==> config.mk <==
export PLATFORM = sky130hd
export DESIGN_NAME = life_sequencer
export DESIGN_NICKNAME = d
export VERILOG_FILES = /design/src/rtl/life_sequencer.sv
export SDC_FILE = /design/constraint.sdc
export NUM_CORES = 1
export LEC_CHECK = 0
export BUFFER_PORTS_ARGS = -buffer_cell sky130_fd_sc_hd__buf_2
export CAP_MARGIN = 30
export CORE_MARGIN = 1
export CORE_UTILIZATION = 51
export DETAILED_ROUTE_END_ITERATION = 10
export GPL_TIMING_DRIVEN = 1
export PLACE_DENSITY = 0.82
export SYNTH_ARGS = -nofsm -noshare
export SYNTH_HDL_FRONTEND = slang
export SYNTH_SLANG_ARGS = --single-unit
export TNS_END_PERCENT = 50
==> constraint.sdc <==
create_clock -name clk -period 4.21 [get_ports clk]
set_clock_uncertainty 0.05 [all_clocks]
set_input_delay 0.421 -clock clk [delete_from_list [all_inputs] [get_ports clk]]
set_output_delay 0.421 -clock clk [all_outputs]
set_load 0.03 [all_outputs]
==> src/rtl/life_sequencer.sv <==
// Generation sequencer for the 8x8 Game-of-Life datapath: owns the grid register,
// commits evolved generations under load/run/step/rate control and halts on end conditions.
module life_sequencer #(
  parameter int unsigned GRID_W = 64,
  parameter int unsigned DIV_W  = 24,
  parameter int unsigned GEN_W  = 16
) (
  input  logic              clk,
  input  logic              reset,
  input  logic [GRID_W-1:0] seed,
  input  logic              load,
  input  logic              run,
  input  logic              step,
  input  logic [DIV_W-1:0]  rate,
  input  logic [GEN_W-1:0]  gen_limit,
  input  logic [GRID_W-1:0] grid_next,
  output logic [GRID_W-1:0] grid,
  output logic [GEN_W-1:0]  gen_count,
  output logic [1:0]        state,
  output logic              stable,
  output logic              extinct,
  output logic              halted
);

  typedef enum logic [1:0] {
    IDLE  = 2'b00,
    RUN   = 2'b01,
    PAUSE = 2'b10,
    HALT  = 2'b11
  } state_t;

  state_t           state_q;
  logic [DIV_W-1:0] divider;
  logic             step_q;

  logic             step_pulse;
  logic             same_c;
  logic             halt_c;
  logic             commit_c;
  logic [GEN_W-1:0] gen_inc;

  // Commit qualification and halt conditions for the current cycle
  always_comb begin
    step_pulse = step & ~step_q;
    gen_inc    = gen_count + GEN_W'(1);
    same_c     = (grid_next == grid);
    halt_c     = same_c || (grid_next == '0) ||
                 ((gen_limit != '0) && (gen_inc == gen_limit));
    commit_c   = !load &&
                 (((state_q == PAUSE) && !run && step_pulse) ||
                  ((state_q == RUN) && run && (divider == rate)));
  end

  always_ff @(posedge clk or posedge reset) begin
    if (reset) begin
      grid      <= '0;
      gen_count <= '0;
      divider   <= '0;
      step_q    <= 1'b0;
      stable    <= 1'b0;
      state_q   <= IDLE;
    end else begin
      step_q <= step;
      if (load) begin
        grid      <= seed;
        gen_count <= '0;
        divider   <= '0;
        stable    <= 1'b0;
        state_q   <= PAUSE;
      end else begin
        if (commit_c) begin
          grid      <= grid_next;
          gen_count <= (gen_count == '1) ? gen_count : gen_inc;
          stable    <= same_c;
        end
        case (state_q)
          PAUSE: begin
            if (run) begin
              state_q <= RUN;
              divider <= '0;
            end else if (commit_c && halt_c) begin
              state_q <= HALT;
            end
          end
          RUN: begin
            if (!run) begin
              state_q <= PAUSE;
              divider <= '0;
            end else if (commit_c) begin
              divider <= '0;
              if (halt_c) state_q <= HALT;
            end else begin
              // A rate lowered below divider wraps through all-ones back to zero
              divider <= divider + DIV_W'(1);
            end
          end
          default: ;
        endcase
      end
    end
  end

  assign state   = state_q;
  assign extinct = (grid == '0);
  assign halted  = (state_q == HALT);

endmodule

; ---- Word-level counts from Yosys, hierarchy flattened
; Cells that the tools add are included.
[op_classes]
bitwise_logic = 2
n_addsub = 2
reduce_logical = 20
eq_ne = 12
n_mux = 19
[op_table]
columns = cell, count
row1 = logical NOT 64 bit, 2
row2 = 2-to-1 mux 64 bit, 2
row3 = 2-to-1 mux 24 bit, 4
row4 = equality test 64 bit, 1
row5 = 2-to-1 mux 16 bit, 3
row6 = case mux 24 bit (2 select lines), 1
row7 = adder 24 x 1 -> 24 bit (second input constant), 1
row8 = equality test 24 bit, 1
row9 = adder 16 x 1 -> 16 bit (second input constant), 1
row10 = equality test 16 bit, 1
row11 = equality test 16 bit (second input constant), 1
row12 = nonzero test 16 bit, 1
row13 = 2-to-1 mux 2 bit, 6
row14 = inequality test 4 bit (second input constant), 2
row15 = logical AND 1 bit, 7
row16 = equality test 2 bit (second input constant), 2
row17 = inequality test 4 x 3 -> 1 bit (second input constant), 1
row18 = case mux 2 bit (2 select lines), 1
row19 = AND reduction 2 bit, 2
row20 = AND reduction 4 bit, 1
row21 = logical OR 1 bit, 3
row22 = inequality test 3 bit (second input constant), 1
row23 = nonzero test 3 bit, 1
row24 = equality test 2 x 1 -> 1 bit (second input constant), 1
row25 = other kinds (6), 8
[word_totals]
ff_bits = 108
input_bits = 173
out_inout_bits = 85
word_cells = 61

; ---- Logic depth before layout (Yosys ltp)
[depth]
ltp_word = 10
depth_mapped = 10
depth_no_buf = 8

; ---- Worst setup path after synthesis
; No wires, ideal clock.
[synth_path]
path_type = register to register
start = register gen_count[1]
end = register state_q[0] (netlist: state[0])
slack_ns = 1.525
setup_ns = 0.087
path_buffers = 1
t_arrival_ns = 2.548
synth_period_minus_slack_ns = 2.685
required_time_ns = 4.073
stages_incl_launch_ff = 10
cell_sequence = dfrtp_1 > ha_1 > buf_2 > nand4_1 > o211a_1 > or4_1 > o21ai_0 > nand4_1 > or4_1 > a211oi_2
[synth_between]
elab_chain_len = 7
word_cells_on_any_way = 8
classes_between = add/sub: 1 / eq/ne: 3 / reduce/logical: 4
[synth_rtl]
columns = element, line_no
row1 = start: declaration, 18  ; output logic [GEN_W-1:0] gen_count,
row2 = start signal: assignment, 73  ; gen_count <= (gen_count == '1) ? gen_count : gen_inc;
row3 = adder 16 x 1 -> 16 bit *, 45  ; gen_inc = gen_count + GEN_W'(1);
row4 = equality test 16 bit *, 48  ; ((gen_limit != '0) && (gen_inc == gen_limit));
row5 = logical AND 1 bit *, 48
row6 = logical OR 1 bit *, 47  ; halt_c = same_c || (grid_next == '0) ||
row7 = logical AND 1 bit, 81  ; end else if (commit_c && halt_c) begin
row8 = inequality test 4 x 3 -> 1 bit (no source line), --
row9 = AND reduction 4 bit (no source line) *, --
row10 = end signal: assignment, 79  ; state_q <= RUN;
row11 = end signal: assignment, 82  ; state_q <= HALT;
row12 = end signal: assignment, 87  ; state_q <= PAUSE;
row13 = end: declaration, 32  ; state_t state_q;
; Every way passes the cells marked *; elsewhere a longest branch is shown, timed or not.
; A chain may end at the register's enable or synchronous reset.

; ---- Worst setup path after layout
[layout_path]
start = register gen_count[0]
end = register state_q[0] (netlist: state[0])
; The elaborated chain is that of the path after synthesis.

==> results summary <==
The run finished with clean final reports. The fraction of synthesis flops using an asynchronous set or reset pin is 100%. The post-CTS setup-driven buffer insertion count came out at 0.

Across the run, the number of max-cap violations was 0. The number of nets in the synthesized netlist came out at 943. The die extent in x is 119 µm. The clock net in this run drives a total of 108 sinks. The count of cells resized by post-cts repair is 0. The number of hold-slack violations in the final timing report came out at 0.

The first-pass GRT wire length came out at 35700 µm. The final total power is 2.72 mW. The number of placement rows is 42. The min-delay analysis places its worst path in the category in -> async. The clock latency of the later-clocked register in the worst-skew pair came out at 360 ps. After detailed routing, the average wire length per cell comes to 19.3 µm. The maximum resistive drop on vdd came out at 194 µV.

After detailed routing, the total wire length is 23000 µm. The routed via count came out at 7066. The worst slew margin relative to its limit is 31.6%. The number of enable-type register cells in the synthesized netlist is 0. The total count of max-transition violations in the final report is 0. After synthesis, the mean cell area works out to 9.16 µm². Setup violations remaining at the end of the flow were counted as 0.

The quantity of hold-fixing buffers added after cts came out at 0. The initial cell density of the core is 52.7%. The maximum clock frequency came out at 340 MHz. STA classifies the critical path startpoint as a flop.

For this run, the number of Yosys warnings is 0. The number of cell instances on the worst register-to-register path came out at 8. At the worst endpoint, the required time is 4420 ps. The floorplan core area is 13300 µm². The count of nets left with antenna violations once routing finished came out at 0. The pre-antenna-repair detailed-routing pass consisted of 5 iterations. The prevailing post-synth register cell is dfrtp_1. The summed area of non-filler cells in the final layout is 8770 µm². The number of distinct standard cells referenced by the synthesized netlist is 56. The post-route clock period utilization is 69.8%.

The sum of negative setup slack is 0 ps. The final estimated routing congestion in global placement is 0.943. Summing all multi-input logic gate instances after layout gives 4140 µm².

The transition at the pin with the smallest max-transition slack is 1030 ps. The maximum level of the CTS H-tree is 3. 258 I/O pins were placed. The number of fill cells in the layout is 1167.

The initial antenna violation count came out at 5. Cells fill 65.7% of the core in the end. Global routing consumed, over all layers together, 32.5% of the routing resources. The layout overhead on the synthesized area is 24.6%. The share of post-route cells with drive strength above 1 is 29.4%.

The maximum number of buffers from clock root to sink is 2. The number of clock buffers added by TritonCTS is 9. The part of the Yosys area used for sequential elements is 38.4%.

The flop and latch count out of synthesis is 108. The clock-pin transition on the worst setup and hold timing paths is 80 ps. The static leakage is 4.43 nW. Once placement finished, the instance area stood at 8460 µm². The cell count after synthesis came out at 768. The beginning of the worst register-to-register path is gen_count[0].

Entering global routing, the biggest net connects 121 pins. In this run the critical register-to-register path is captured at state[0]. The worst path arrival time is 3150 ps.

The number of global-route vias before repair is 6709. The tree is rooted in a clkbuf_16. For this design the ratio of total power to cell area is 310 nW/µm². Port buffering added 257 buffers. The detailed placer's ending HPWL is 17500 µm. In this run the worst path has a maximum fanout of 9. The final net count is 1181. The TritonCTS clock tree is yes. Counting I/O delays and the setup requirement, the final critical path takes 2940 ps.

The number of DRC violations after detailed-routing iteration 0 is 512. The vertical die dimension is 119 µm. The floorplan die area is 14300 µm². The register area came out at 2700 µm².

Setup repair after global routing left no endpoint under its margin. The count of unresolved DRC violations after routing is 0. The setup check on the worst reg-to-reg path leaves a slack of 1270 ps. The netlist area before placement came out at 7030 µm².

The worst setup path is captured at a flop. The critical path start-end classification is reg -> reg. The final-layout worst hold slack is 52.5 ps. The post-detailed-route via-to-cell ratio came out at 5.94. The global route total overflow came out at 0.
metal layers:
layer | global-route usage, % | wire, µm | vias to the layer above
met4 | 15.2 | 914 | 4
li1 | - | - | 3273
met3 | 4.98 | 1550 | 65
met1 | 40.1 | 9100 | 3390
met2 | 55.5 | 11400 | 334
met5 | 0 | 23 | -
synth_stat cells, drive strengths merged (2+ instances only):
cell type  count  share of area (%)
nor2          38                2.0
clkbuf        23                1.2
xnor2         20                2.6
o31ai          6               0.64
nand2b         2               0.18
dfrtp        108                 38
inv            8               0.43
and3           5               0.44
and4           4               0.52
nand3         17                1.3
or3            8               0.71
ha             2               0.36
nand4         23                2.3
nand2         88                4.7
nor2b          6               0.53
o21a           2               0.21
a21oi         15                1.1
a211oi         3               0.39
nand4b         3               0.37
maj3           2               0.28
a31oi          2               0.18
or4            9                1.0
mux2           5               0.80
nor3          10               0.71
a22o           4               0.50
mux2i         67                9.5
and2           2               0.18
xor2         106                 13
buf           14                1.2
o21ai         82                5.8
nor4          69                6.4
stage by stage:
step	setup WS, ps	cells
floorplan	893	768
global placement	1350	1170
detailed placement	1290	1171
CTS	1320	1187
global route	1050	1189
finish	1270	1190
logic make-up (layout without fill, tap and decap cells):
| kind of cell | count (synthesis) | after routing | synth area share (%) |
|---|---|---|---|
| DFF | 108 | 108 | 38.4 |
| buffers and inverters | 45 | 288 | 2.81 |
| AOI/OAI and AO/OA | 123 | 123 | 10.0 |
| adders and majority gates | 4 | 4 | 0.640 |
| and+or+nand+nor | 290 | 290 | 22.0 |
| muxes | 72 | 72 | 10.3 |
| other | 0 | 3 | 0 |
| xor gates and xnor gates | 126 | 126 | 15.8 |
flip-flops by register name, summed over array words and instances (netlist names):
| name | count |
|---|---|
| divider | 24 |
| gen_count | 16 |
| grid | 64 |
| stable | 1 |
| state | 2 |
| step_q | 1 |
worst max-delay path: stages, from the launching register on:
cell and delay, ps:
dfrtp_1 520, ha_1 380, and4_1 370, nand3_1 290, xnor2_1 210, mux2i_1 140, a21oi_1 140, or4_1 540
a211oi_2 210
power breakdown:
group	leakage, nW	switching, mW	internal (mW)	total, mW
combinational	2.91	0.404	0.228	0.632
sequential	1.39	0.0927	1.10	1.19
clock	0.142	0.417	0.480	0.897
worst max path at each step:
stage                     slack, ps         start            end
after floorplan                 890         reset     divider[0]
after global placement         1350       rate[0]  gen_count[14]
after detailed placement       1290       rate[0]  gen_count[12]
after CTS                      1320  gen_count[0]       state[0]
after global routing           1050   divider[14]   gen_count[9]
final                          1270  gen_count[0]       state[0]
cells in the final DEF (no fill, tap or decap), drive strengths merged, types with 2 or more instances in the layout:
| cell | count |
|---|---|
| a21oi | 15 |
| nand2b | 2 |
| nor4 | 69 |
| dfrtp | 108 |
| ha | 2 |
| clkbuf | 11 |
| mux2 | 5 |
| buf | 264 |
| xor2 | 106 |
| nor2 | 38 |
| a211oi | 3 |
| xnor2 | 20 |
| nand2 | 88 |
| clkinvlp | 2 |
| nand4 | 23 |
| nand3 | 17 |
| inv | 9 |
| o31ai | 6 |
| a22o | 4 |
| nand4b | 3 |
| nor3 | 10 |
| a31oi | 2 |
| nor2b | 6 |
| or3 | 8 |
| mux2i | 67 |
| o21a | 2 |
| o21ai | 82 |
| diode | 3 |
| or4 | 9 |
| and4 | 4 |
| and2 | 2 |
| and3 | 5 |
| maj3 | 2 |
cell type report:
cell class	instances	area share (%)
Multi-Input combinational cell	615	47.2
Sequential cell	108	30.8
Timing Repair Buffer	264	15.5
Clock buffer	11	2.77
Tap cell	176	2.51
Clock inverter	5	0.671
Inverter	8	0.371
Antenna cell	3	0.0856
Power figures use the tool's default switching activity.
